## config.mk

```make
export PLATFORM = sky130hd
export DESIGN_NAME = life_round_flat
export DESIGN_NICKNAME = d
export VERILOG_FILES = /design/src/rtl/life_round_if.sv /design/src/rtl/life_round.sv /design/src/flat_wrapper.sv
export SDC_FILE = /design/constraint.sdc
export NUM_CORES = 1
export LEC_CHECK = 0
export CORE_ASPECT_RATIO = 0.5
export CORE_MARGIN = 2
export CORE_UTILIZATION = 50
export CTS_BUF_LIST = sky130_fd_sc_hd__clkbuf_4 sky130_fd_sc_hd__clkbuf_8 sky130_fd_sc_hd__clkbuf_16
export DETAILED_ROUTE_END_ITERATION = 10
export GPL_TIMING_DRIVEN = 0
export MAX_ROUTING_LAYER = met4
export PLACE_DENSITY = 0.67
export SETUP_SLACK_MARGIN = 0.05
export SLEW_MARGIN = 5
export SYNTH_ARGS = -nofsm -noshare
export SYNTH_HDL_FRONTEND = slang
export SYNTH_SLANG_ARGS = --single-unit
export TNS_END_PERCENT = 30
```

## constraint.sdc

```tcl
create_clock -name clk_vga -period 5.2 [get_ports clk_vga]
set_input_delay 1.04 -clock clk_vga [delete_from_list [all_inputs] [get_ports clk_vga]]
set_output_delay 1.04 -clock clk_vga [all_outputs]
set_load 0.005 [all_outputs]
```

## src/rtl/life_round_if.sv

```systemverilog
// Cell-RAM port bundle for the Game-of-Life engine: one source read port
// and one destination write port, both with packed {y, x} addresses.
interface life_round_if #(
  parameter int P_W = 12
);
  logic [2*P_W-1:0] round_read_pos;
  logic             prev_status;
  logic [2*P_W-1:0] round_write_pos;
  logic             wden;
  logic             live;

  modport master (
    output round_read_pos,
    input  prev_status,
    output round_write_pos,
    output wden,
    output live
  );

  modport slave (
    input  round_read_pos,
    output prev_status,
    input  round_write_pos,
    input  wden,
    input  live
  );
endinterface

```

## src/rtl/life_round.sv

```systemverilog
// B3/S23 generation engine: each level change of global_evo_en runs one
// row-major pass, 11 cycles per cell (9 reads, 1 trailing sample, 1 write).
//
// state | meaning
// IDLE  | waiting for a toggle of global_evo_en, busy low
// READ  | issuing neighbour read k = 0..8, sampling k-1
// LAST  | sampling neighbour k = 8
// WRITE | strobing wden with the new state of the current cell
module life_round #(
  parameter int P_M = 300,
  parameter int P_N = 400,
  parameter int P_W = 12
) (
  input  logic       clk_vga,
  input  logic       reset_btn,
  input  logic       global_evo_en,
  output logic       busy,
  life_round_if.master ram
);

  typedef enum logic [1:0] {IDLE, READ, LAST, WRITE} state_t;

  localparam logic [P_W-1:0] Y_MAX = P_W'(P_M - 1);
  localparam logic [P_W-1:0] X_MAX = P_W'(P_N - 1);
  localparam logic [P_W-1:0] ONE   = P_W'(1);

  state_t           state_q, state_d;
  logic [3:0]       k_q, k_d;
  logic [P_W-1:0]   y_q, y_d, x_q, x_d;
  logic [3:0]       cnt_q, cnt_d;
  logic             ctr_q, ctr_d;
  logic             en_q;
  logic [2*P_W-1:0] rd_pos_q, rd_pos_d;
  logic [2*P_W-1:0] wr_pos_q, wr_pos_d;

  logic             edge_det;
  logic             sample_en;
  logic [3:0]       k_smp;
  logic             smp_bit;
  logic [2*P_W:0]   smp_nbr;
  logic [2*P_W:0]   rd_nbr;

  // Returns {out_of_range, address}; out-of-range neighbours map to the centre.
  function automatic logic [2*P_W:0] nbr(input logic [3:0] k,
                                         input logic [P_W-1:0] y,
                                         input logic [P_W-1:0] x);
    logic [P_W-1:0] ny;
    logic [P_W-1:0] nx;
    logic           oob;
    ny  = y;
    nx  = x;
    oob = 1'b0;
    case (k)
      4'd0, 4'd1, 4'd2: if (y == '0) oob = 1'b1; else ny = y - ONE;
      4'd6, 4'd7, 4'd8: if (y == Y_MAX) oob = 1'b1; else ny = y + ONE;
      default: ;
    endcase
    case (k)
      4'd0, 4'd3, 4'd6: if (x == '0) oob = 1'b1; else nx = x - ONE;
      4'd2, 4'd5, 4'd8: if (x == X_MAX) oob = 1'b1; else nx = x + ONE;
      default: ;
    endcase
    return oob ? {1'b1, y, x} : {1'b0, ny, nx};
  endfunction

  assign edge_det = (global_evo_en != en_q);

  // Data on prev_status belongs to the read issued in the previous cycle.
  assign k_smp   = (state_q == LAST) ? 4'd8 : (k_q - 4'd1);
  assign smp_nbr = nbr(k_smp, y_q, x_q);
  assign smp_bit = ram.prev_status & ~smp_nbr[2*P_W];
  assign rd_nbr  = nbr(k_d, y_d, x_d);

  always_comb begin
    state_d   = state_q;
    k_d       = k_q;
    y_d       = y_q;
    x_d       = x_q;
    cnt_d     = cnt_q;
    ctr_d     = ctr_q;
    wr_pos_d  = wr_pos_q;
    sample_en = 1'b0;

    case (state_q)
      IDLE: begin
        cnt_d = '0;
        ctr_d = 1'b0;
        if (edge_det) begin
          state_d = READ;
          k_d     = '0;
          y_d     = '0;
          x_d     = '0;
        end
      end
      READ: begin
        sample_en = (k_q != 4'd0);
        if (k_q == 4'd8) state_d = LAST;
        else             k_d     = k_q + 4'd1;
      end
      LAST: begin
        sample_en = 1'b1;
        state_d   = WRITE;
        wr_pos_d  = {y_q, x_q};
      end
      WRITE: begin
        cnt_d = '0;
        ctr_d = 1'b0;
        k_d   = '0;
        if (x_q == X_MAX) begin
          x_d = '0;
          if (y_q == Y_MAX) begin
            state_d = IDLE;
          end else begin
            y_d     = y_q + ONE;
            state_d = READ;
          end
        end else begin
          x_d     = x_q + ONE;
          state_d = READ;
        end
      end
      default: state_d = IDLE;
    endcase

    if (sample_en) begin
      if (k_smp == 4'd4) ctr_d = smp_bit;
      else               cnt_d = cnt_q + {3'b000, smp_bit};
    end

    rd_pos_d = (state_d == READ) ? rd_nbr[2*P_W-1:0] : rd_pos_q;
  end

  always_ff @(posedge clk_vga or posedge reset_btn) begin
    if (reset_btn) begin
      state_q  <= IDLE;
      k_q      <= '0;
      y_q      <= '0;
      x_q      <= '0;
      cnt_q    <= '0;
      ctr_q    <= 1'b0;
      en_q     <= 1'b0;
      rd_pos_q <= '0;
      wr_pos_q <= '0;
    end else begin
      state_q  <= state_d;
      k_q      <= k_d;
      y_q      <= y_d;
      x_q      <= x_d;
      cnt_q    <= cnt_d;
      ctr_q    <= ctr_d;
      en_q     <= global_evo_en;
      rd_pos_q <= rd_pos_d;
      wr_pos_q <= wr_pos_d;
    end
  end

  assign busy                = (state_q != IDLE);
  assign ram.wden            = (state_q == WRITE);
  assign ram.live            = ram.wden & ((cnt_q == 4'd3) | (ctr_q & (cnt_q == 4'd2)));
  assign ram.round_read_pos  = rd_pos_q;
  assign ram.round_write_pos = wr_pos_q;

endmodule

```

## src/flat_wrapper.sv

```systemverilog
// flat-port wrapper written by rule: the top's interface ports become plain ports
module life_round_flat 
#(
  parameter int P_M = 300,
  parameter int P_N = 400,
  parameter int P_W = 12
)
  (clk_vga, reset_btn, global_evo_en, busy, ram_round_read_pos, ram_prev_status, ram_round_write_pos, ram_wden, ram_live);
  life_round_if #(.P_W(P_W)) ram_i ();
  input  logic clk_vga;
  input  logic reset_btn;
  input  logic global_evo_en;
  output logic busy;
  output wire logic [$bits(ram_i.round_read_pos)-1:0] ram_round_read_pos;
  input wire logic [$bits(ram_i.prev_status)-1:0] ram_prev_status;
  output wire logic [$bits(ram_i.round_write_pos)-1:0] ram_round_write_pos;
  output wire logic [$bits(ram_i.wden)-1:0] ram_wden;
  output wire logic [$bits(ram_i.live)-1:0] ram_live;
  assign ram_round_read_pos = ram_i.round_read_pos;
  assign ram_i.prev_status = ram_prev_status;
  assign ram_round_write_pos = ram_i.round_write_pos;
  assign ram_wden = ram_i.wden;
  assign ram_live = ram_i.live;
  life_round #(.P_M(P_M), .P_N(P_N), .P_W(P_W)) u_core (.clk_vga(clk_vga), .reset_btn(reset_btn), .global_evo_en(global_evo_en), .busy(busy), .ram(ram_i));
endmodule
```

== After elaboration in Yosys (flattened, before gate mapping) ==
Cells that the tools add are included.

* Reductions and logical operators: 18
* Muxes and demuxes: 48
* $add $sub $neg: 11
* Bitwise gates (word level): 5
* Equality and inequality tests: 27

{| class="wikitable"
|+ Operators with widths
! operator !! count
|-
| $mux 12 || 12
|-
| $pmux 12 s2 || 6
|-
| $add 12x1->12 const B || 4
|-
| $eq 12x9->1 const B || 4
|-
| $logic_not 12->1 || 4
|-
| $sub 12x1->12 const B || 4
|-
| $eq 4x3->1 const B || 7
|-
| $mux 25 || 1
|-
| $eq 4x2->1 const B || 6
|-
| $mux 24 || 1
|-
| $mux 4 || 6
|-
| $reduce_or 3->1 || 8
|-
| $mux 1 || 13
|-
| $eq 4x4->1 const B || 3
|-
| $pmux 4 s3 || 1
|-
| $pmux 1 s2 || 5
|-
| $eq 4x1->1 const B || 2
|-
| $logic_not 4->1 || 2
|-
| $pmux 2 s4 || 1
|-
| $add 4x1->4 || 1
|-
| $add 4x1->4 const B || 1
|-
| $eq 2x1->1 const B || 2
|-
| $eq 2x2->1 const B || 2
|-
| $mux 2 || 2
|-
| other kinds (9) || 11
|}

* Word-level logic and storage cells: 118
* Register bits: 84
* Output and inout port bits: 51
* Input bits: 4

== Longest topological paths before layout ==
Gate-level depths: netlist (run 1).

* Depth in word-level cells: 13
* Gate-level depth with buffers: 19
* Mapped depth without buffers: 16

== Worst setup path before layout (run 1) ==
No wires, ideal clock.

* Path kind: input to register
* Start point: in global_evo_en
* End point: reg u_core.rd_pos_q[6], in the netlist u_core.ram.round_read_pos[6]
* Setup time: 126 ps
* Path buffers: 3
* Stages on the path: 17
* Slack: 1,035 ps
* Data required time: 5,074 ps
* Data arrival time: 4,039 ps
* Path through: xnor2_1 -> a21o_1 -> clkbuf_1 -> buf_1 -> a22oi_1 -> inv_1 -> ha_1 -> inv_1 -> a31oi_1 -> nand4_1 -> nor4_1 -> a32oi_1 -> and2_4 -> o21a_1 -> buf_6 -> mux2_4 -> o32a_1

* Elaborated cells between the ends (all ways): 38
* Those cells by class: add/sub (2); eq/ne (11); mux (18); reduce/logical (7)

{| class="wikitable"
|+ RTL lines
! what !! RTL line !! RTL
|-
| from (decl) || flat_wrapper.sv:12 || <nowiki>input logic global_evo_en;</nowiki>
|-
| $ne 1x1->1 * || life_round.sv:66 || <nowiki>assign edge_det = (global_evo_en != en_q);</nowiki>
|-
| $mux 12 * || life_round.sv:88 || <nowiki>if (edge_det) begin</nowiki>
|-
| $pmux 12 s2 * || life_round.sv:84 || <nowiki>case (state_q)</nowiki>
|-
| named net u_core.x_d[1] || life_round.sv:29 || <nowiki>logic [P_W-1:0] y_q, y_d, x_q, x_d;</nowiki>
|-
| $add 12x1->12 (tied with other cells) || life_round.sv:60 || <nowiki>4'd2, 4'd5, 4'd8: if (x == X_MAX) oob = 1'b1; else nx = x + ONE;</nowiki>
|-
| $mux 12 (tied with other cells) || life_round.sv:60 ||
|-
| $pmux 12 s2 or $pmux 1 s2 (tied branches) || life_round.sv:58 || <nowiki>case (k)</nowiki>
|-
| $mux 24 * || life_round.sv:63 || <nowiki>return oob ? {1'b1, y, x} : {1'b0, ny, nx};</nowiki>
|-
| to (signal assigned) || life_round.sv:152 || <nowiki>rd_pos_q <= rd_pos_d;</nowiki>
|-
| to (decl) || life_round.sv:33 || <nowiki>logic [2*P_W-1:0] rd_pos_q, rd_pos_d;</nowiki>
|}

Mark *: on every way through the listed nets, which the timed path passes. The rest lies on a longest branch.
A chain may end at the register's enable or synchronous reset.

== Worst setup path after layout (run 1) ==
* Start point: in global_evo_en
* End point: reg u_core.rd_pos_q[6], in the netlist u_core.ram.round_read_pos[6]

* Longest elaborated chain between the ends: 9
* Elaborated cells between the ends (all ways): 38
* Those cells by class: add/sub (2); eq/ne (11); mux (18); reduce/logical (7)

{| class="wikitable"
|+ RTL lines
! what !! RTL line !! RTL
|-
| $ne 1x1->1 * || life_round.sv:66 ||
|-
| $mux 12 * || life_round.sv:88 ||
|-
| $pmux 12 s2 * || life_round.sv:84 ||
|-
| named net u_core.y_d[0] || life_round.sv:29 ||
|-
| $eq 12x9->1 or $logic_not 12->1 (tied branches) || life_round.sv:55, life_round.sv:54 ||
|-
| $mux 1 (on tied branches) || life_round.sv:55, life_round.sv:54 ||
|-
| $pmux 1 s2 * || life_round.sv:53 || <nowiki>case (k)</nowiki>
|-
| $mux 1 (on tied branches) || life_round.sv:60, life_round.sv:59 ||
|-
| $pmux 1 s2 * || life_round.sv:58 ||
|-
| $mux 24 * || life_round.sv:63 ||
|}

Marks and branches as above.

==> flow_metrics.py, run 1 <==
metrics = {
    "drt": {
        "drtAntennaViolNets": 0,
        "wl_per_cell_um": 19.43,
        "detail_route.iter0.violations": 590,
        "first_drt_pass_iteration_count": 5,
        "vias": 5892,
        "vias_per_cell": 6.390,
        "drc": 0,
        "postRouteWirelength_um": 17920,
    },
    "timing": {
        "unrepaired_setup_endpoints_after_global_routing": "false",
        "fin_skew_ps": 12.59,
        "tightest_hold_margin_ps": 476.1,
        "final_period_minus_worst_setup_slack_ps": 4947,
        "highest_achievable_clock_rate_mhz": 202.1,
        "timing.final.hold_violations": 0,
        "final-setup-viol-count": 0,
        "min_period_over_period": 0.9514,
        "slew_headroom": 0.3492,
        "tns_ps": 0,
        "final-max-slew-violation-count": 0,
        "worst_pin_slew_ps": 970.3,
    },
    "setup_path": {
        "critical_path.startpoint": "global_evo_en",
        "regToRegEndpoint": "u_core.ram.round_read_pos[6]",
        "timing.critical_path.buf_inv": 4,
        "r2r_start": "u_core.y_q[7]",
        "crit_path_cell_trace": "clkdlybuf4s50_1 > xnor2_2 > a21o_1 > buf_2 > a221oi_2 > inv_1 > ha_1 > o31ai_1 > nor2_1 > and4_1 > a21oi_2 > o21a_1 > buf_6 > mux2_4 > o32a_1",
        "worst_path_largest_cell_delay_ps": 580,
        "critPathMaxFanout": 10,
        "crit_required_ps": 5440,
        "worstPathArrival_ps": 5180,
        "critical_path.endpoint_type": "flop",
        "worst_path_dominant_cell_family": "compound AO/OA/AOI/OAI gates",
        "start_kind": "input port",
        "rrSetupSlack_ps": 350,
        "cp_slowest_cell": "a221oi_2",
        "ff2ff_path_depth": 14,
        "setup.worst_path.class": "input port to flop",
    },
    "synthesis": {
        "synth.yosys.seq_area_share": 0.3491,
        "postSynthRegisterBits": 84,
        "average_footprint_of_a_synthesized_cell_sq_um": 8.764,
        "syn_inst": 687,
        "ys_types": 85,
        "synthesis.area_sq_um": 6021,
        "synth-edff-count": 0,
        "yosysWarnings": 0,
        "most_instantiated_flip_flop_cell_in_the_synthesis_netlist": "dfrtp_1",
        "postSynth.asyncResetShare": 1.000,
        "net_count_synth": 708,
    },
    "global_routing": {
        "grt-ovfl-total": 0,
        "grt_antenna_before_repair": 0,
        "grt_pass1_wl_um": 29100,
        "grt.total_usage": 0.2936,
        "maximum_number_of_pins_on_one_net_before_global_route_repair": 48,
        "via_count_of_the_first_global_routing_pass": 5512,
    },
    "run": {
        "max_cap_viol_count": 0,
    },
    "placed_design": {
        "place.detailed.instances": 907,
        "place.detailed.hpwl_um": 13170,
        "dpl-instance-area_sq_um": 6798,
        "port_buffers": 54,
        "global_placement_routability_congestion": 0.9563,
    },
    "floorplan": {
        "floorplan.initialDensity": 0.5115,
        "chipHeight_um": 81.60,
        "core_region_area_sq_um": 11770,
        "ios": 55,
        "design.die.area_sq_um": 12990,
        "die_width_um": 159.2,
        "row_count": 28,
    },
    "worst_hold_path": {
        "holdPathEnd": "u_core.ram.round_read_pos[0]",
        "min-delay-start": "u_core.ram.round_read_pos[0]",
        "min_path_type": "flop to flop",
        "min_delay_path_depth": 2,
    },
    "final_layout": {
        "layout-area-overhead-vs-synth_pct": 18.31,
        "layout.core_utilization": 0.6051,
        "ant_cells": 0,
        "layout.cell_area.non_filler_sq_um": 7123,
        "final_cells": 922,
        "nNetsFinal": 773,
        "post_route_cells_drive_above_1_share": 0.1110,
    },
    "clock_tree": {
        "postCtsSetupBuffers": 0,
        "clock_insertion_delay_worst_skew_ps": 360,
        "worst_setup_hold_path_clk_slew_ps": 70,
        "clock_tree.htree_level_count": 3,
        "cts_tree": "yes",
        "cts.hold.buffers_added": 0,
        "clock_sink_count": 84,
        "clock_tree.buffer_depth": 2,
        "cts_made_buffers": 9,
        "cts_resized": 5,
        "cts.root.buffer_cell": "clkbuf_16",
    },
    "pwr": {
        "clock_power_share": 0.497,
        "switching_share": 0.2370,
        "combinationalPowerShare": 0.023,
        "total_leakage_power_nw": 2.819,
        "power.sequential.fraction": 0.480,
        "internal_power_mw": 1.046,
        "p_per_area_nw_per_um2": 192.5,
        "power_switching_uw": 325.0,
        "vdd.ir_drop.worst_uv": 123.2,
    },
    "outcome": {
        "run_status": "finished, final reports clean",
    },
}
## synth_stat cells, types with 5 or more instances
cell type	count	area [sq um]
inv_1	37	138.9
nor2b_1	6	37.54
and2_1	12	75.07
nand3_1	27	135.1
a21oi_1	31	155.2
o221ai_1	11	96.34
a31oi_1	8	50.05
o21ai_1	5	25.02
nand2_1	58	217.7
xnor2_1	10	87.58
nor2_1	45	168.9
o211ai_1	9	67.56
mux2i_1	7	70.07
nand4_1	21	131.4
nor3_1	17	85.08
and3_1	11	68.82
ha_1	17	212.7
a22oi_1	8	60.06
o21ai_0	40	200.2
nor4_1	15	93.84
a32oi_1	6	52.55
dfrtp_1	84	2102
and4_1	6	52.55
clkbuf_1	30	112.6
o31ai_1	5	37.54
a21o_1	6	45.04
a211oi_1	7	52.55
or3_1	10	62.56
mux2_2	26	292.8
o21a_1	7	52.55
## registers in the layout, summed over array words and instances (netlist names)
signal	count
u_core.state_q	2
u_core.x_q	12
u_core.k_q	4
u_core.ram.round_read_pos	24
u_core.y_q	12
u_core.en_q	1
u_core.cnt_q	4
u_core.ram.round_write_pos	24
u_core.ctr_q	1
## power by group through the flow
stage	Combinational, mW	Sequential, mW	Clock, mW
2_1_floorplan	0.0194	0.671	0
3_3_place_gp	0.0276	0.671	0
3_5_place_dp	0.0324	0.671	0
4_1_cts	0.0330	0.658	0.694
5_1_grt	0.0361	0.658	0.720
6_report	0.0316	0.658	0.681
## kinds of logic (layout without fill, tap and decap cells)
kind of cell,Yosys count,after routing,share of synthesized area
and+or+nand+nor,262,262,0.2404
AOI/OAI and AO/OA,198,198,0.2382
DFF,84,84,0.3491
buffers and inverters,79,149,0.05528
muxes,34,34,0.06276
adders and majority gates,17,17,0.03533
xor gates and xnor gates,13,13,0.01891
## worst max path at each step
stage                                               end  slack, ps  cells after the start
after global routing       u_core.ram.round_read_pos[6]         80                     15
after global placement    u_core.ram.round_read_pos[22]       -810                     13
final                      u_core.ram.round_read_pos[6]        250                     15
after CTS                  u_core.ram.round_read_pos[6]        190                     16
after floorplan            u_core.ram.round_read_pos[6]       1030                     17
after detailed placement  u_core.ram.round_read_pos[22]       -900                     13
## layout by cell type, fill, tap and decap left out, types with 21 or more instances in the layout
cell	netlist	layout
nand2_1	58	58
clkdlybuf4s50_1	0	54
inv_1	37	36
nand3_1	27	26
dfrtp_1	84	84
nand4_1	21	21
mux2_2	26	26
clkbuf_1	30	29
nor2_1	45	45
o21ai_0	40	39
a21oi_1	31	31
## cell type report
class | instances | area [sq um]
clock inverters | 7 | 80.08
plain buffers | 39 | 183.9
repair buffers | 55 | 568.0
fillers | 1032 | 4648
flip-flops and latches | 84 | 2102
multi-input cells | 524 | 3608
well taps | 165 | 206.4
inverters | 39 | 148.9
clock buffers | 9 | 225.2
## through the flow
step	worst slack [ps]	total power, mW
2_1_floorplan	1035	0.6900
3_3_place_gp	-814.6	0.6985
3_5_place_dp	-902.7	0.7033
4_1_cts	189.8	1.386
5_1_grt	81.29	1.414
6_report	252.9	1.371
## routing by layer
metal / share of wire / track usage
met1: 0.49 / 0.4054
met2: 0.42 / 0.4313
met3: 0.079 / 0.07273
met4: 0.014 / 0.07909
met5: 0 / -
## worst reg2reg max path, delay by kind of cell (launching register included)
kind                       cells  cell delay, ps
DFF                            1             450
buffers and inverters          2             330
adders and majority gates      1             300
muxes                          1             300
and+or+nand+nor                5            1980
AOI/OAI and AO/OA              5            1370
(Power assumes the default switching activity.)
==> run 2, diff against run 1 <==
--- a/config.mk
+++ b/config.mk
@@ -10,9 +10,9 @@
 export CORE_UTILIZATION = 50
 export CTS_BUF_LIST = sky130_fd_sc_hd__clkbuf_4 sky130_fd_sc_hd__clkbuf_8 sky130_fd_sc_hd__clkbuf_16
 export DETAILED_ROUTE_END_ITERATION = 10
-export GPL_TIMING_DRIVEN = 0
+export GPL_TIMING_DRIVEN = 1
 export MAX_ROUTING_LAYER = met4
-export PLACE_DENSITY = 0.67
+export PLACE_DENSITY = 0.79
 export SETUP_SLACK_MARGIN = 0.05
 export SLEW_MARGIN = 5
 export SYNTH_ARGS = -nofsm -noshare
==> run 2 against run 1 <==
Total power fell by 2.2%. Critical path depth did not move. Hold slack improved by 16 ps. Register-to-register slack improved by 280 ps. Flip-flop and latch count did not move. Via count fell by 0.68%. Clock-buffer cell count rose by 3. Final area fell by 0.21%. Die area did not move. Global-route usage rose by 0.61 points. Critical endpoint is now u_core.ram.round_read_pos[3].
==> flow_metrics.py, run 2 (synthesis gave the netlist of run 1 again) <==
metrics = {
    "floorplan": {
        "core_region_area_sq_um": 11770,
        "chipHeight_um": 81.60,
        "die_width_um": 159.2,
        "ios": 55,
        "floorplan.initialDensity": 0.5115,
        "row_count": 28,
        "design.die.area_sq_um": 12990,
    },
    "outcome": {
        "run_status": "finished, final reports clean",
    },
    "clock_tree": {
        "cts.root.buffer_cell": "clkbuf_16",
        "clock_tree.buffer_depth": 2,
        "clock_insertion_delay_worst_skew_ps": 340,
        "cts_tree": "yes",
        "cts_resized": 0,
        "postCtsSetupBuffers": 0,
        "cts.hold.buffers_added": 0,
        "clock_tree.htree_level_count": 3,
        "cts_made_buffers": 9,
        "worst_setup_hold_path_clk_slew_ps": 60,
        "clock_sink_count": 84,
    },
    "drt": {
        "first_drt_pass_iteration_count": 5,
        "vias_per_cell": 6.410,
        "wl_per_cell_um": 20.33,
        "postRouteWirelength_um": 18560,
        "vias": 5852,
        "drtAntennaViolNets": 0,
        "drc": 0,
        "detail_route.iter0.violations": 771,
    },
    "timing": {
        "highest_achievable_clock_rate_mhz": 210.5,
        "slew_headroom": 0.4735,
        "tightest_hold_margin_ps": 492.6,
        "min_period_over_period": 0.9135,
        "unrepaired_setup_endpoints_after_global_routing": "false",
        "tns_ps": 0,
        "final-max-slew-violation-count": 0,
        "final-setup-viol-count": 0,
        "timing.final.hold_violations": 0,
        "fin_skew_ps": 7.991,
        "worst_pin_slew_ps": 781.4,
        "final_period_minus_worst_setup_slack_ps": 4750,
    },
    "final_layout": {
        "sequential_cell_area_sq_um": 2102,
        "multi_input_comb_area_sq_um": 3586,
        "layout.core_utilization": 0.6038,
        "nNetsFinal": 763,
        "most-common-layout-cells": "84 x dfrtp_1, 58 x nand2_1, 54 x clkdlybuf4s50_1",
        "layout.cell_area.non_filler_sq_um": 7108,
        "layout.cells.most_common": "dfrtp_1",
        "num-fill-cells": 1074,
        "post_route_cells_drive_above_1_share": 0.1352,
        "layout-area-overhead-vs-synth_pct": 18.06,
    },
    "global_routing": {
        "grt.total_usage": 0.2997,
        "grt_antenna_before_repair": 0,
        "grt-ovfl-total": 0,
        "maximum_number_of_pins_on_one_net_before_global_route_repair": 45,
        "grt_pass1_wl_um": 29410,
        "via_count_of_the_first_global_routing_pass": 5270,
    },
    "worst_hold_path": {
        "min_path_type": "flop to flop",
    },
    "setup_path": {
        "start_kind": "input port",
        "critical_path.endpoint_type": "flop",
        "worstPathArrival_ps": 4970,
        "setup.worst_path.class": "input port to flop",
        "crit_required_ps": 5420,
        "critPathMaxFanout": 12,
    },
    "placed_design": {
        "place.detailed.hpwl_um": 13880,
        "global_placement_routability_congestion": 1.001,
        "port_buffers": 54,
        "dpl-instance-area_sq_um": 6808,
    },
    "pwr": {
        "vdd.ir_drop.worst_uv": 118.4,
        "fin_total_pwr_mw": 1.341,
        "total_leakage_power_nw": 2.863,
        "p_per_area_nw_per_um2": 188.7,
    },
    "run": {
        "max_cap_viol_count": 0,
    },
}
## run 2: layout make-up
cell class / count / share of cell area
Timing Repair Buffer: 84 / 0.1077
Sequential cell: 84 / 0.2957
Clock inverter: 4 / 0.007041
Multi-Input combinational cell: 524 / 0.5045
Antenna cell: 1 / 0.0003521
Tap cell: 165 / 0.02904
Inverter: 39 / 0.02077
Clock buffer: 12 / 0.03485
## run 2: path summary, 6_finish.rpt
| path | start | endpoint | slack [ps] | cells after the start |
|---|---|---|---|---|
| worst max-delay path | global_evo_en | u_core.ram.round_read_pos[3] | 450 | 15 |
| worst min-delay path | u_core.ram.round_read_pos[20] | u_core.ram.round_read_pos[20] | 490 | 2 |
| worst max register to register | u_core.x_q[0] | u_core.ram.round_read_pos[6] | 630 | 15 |
| worst min register to register | u_core.ram.round_read_pos[20] | u_core.ram.round_read_pos[20] | 490 | 2 |
| max in group asynchronous | reset_btn | u_core.y_q[3] | 3040 | 3 |
| min in group asynchronous | reset_btn | u_core.ram.round_write_pos[8] | 1110 | 2 |
## run 2: stage by stage
step | instances | worst slack (ps)
after floorplan | 687 | 1035
after global placement | 896 | 303.4
after detailed placement | 896 | 221.9
after CTS | 912 | 524.7
after global routing | 912 | 318.7
final | 913 | 449.7
## run 2: report_power, final
group	switching [mW]	internal (mW)	leakage, nW
Combinational	0.0199	0.00849	1.73
Clock	0.266	0.388	0.143
Sequential	0.00245	0.656	0.986
## run 2: critical path, cell delays in order
cell	delay, ps
clkdlybuf4s50_1	440
xnor2_1	440
a21o_1	570
a22oi_1	240
inv_1	130
ha_1	180
inv_1	50
a31oi_1	200
nand4_1	170
nor4_1	330
a32oi_1	130
and2_4	220
o21ai_1	370
nor2_1	120
o32a_1	350
## run 2: per-layer routing
metal,wire [um],global-route usage
met5,0,-
met4,159,0.05182
met3,2014,0.08939
met2,6768,0.3761
met1,9619,0.4610
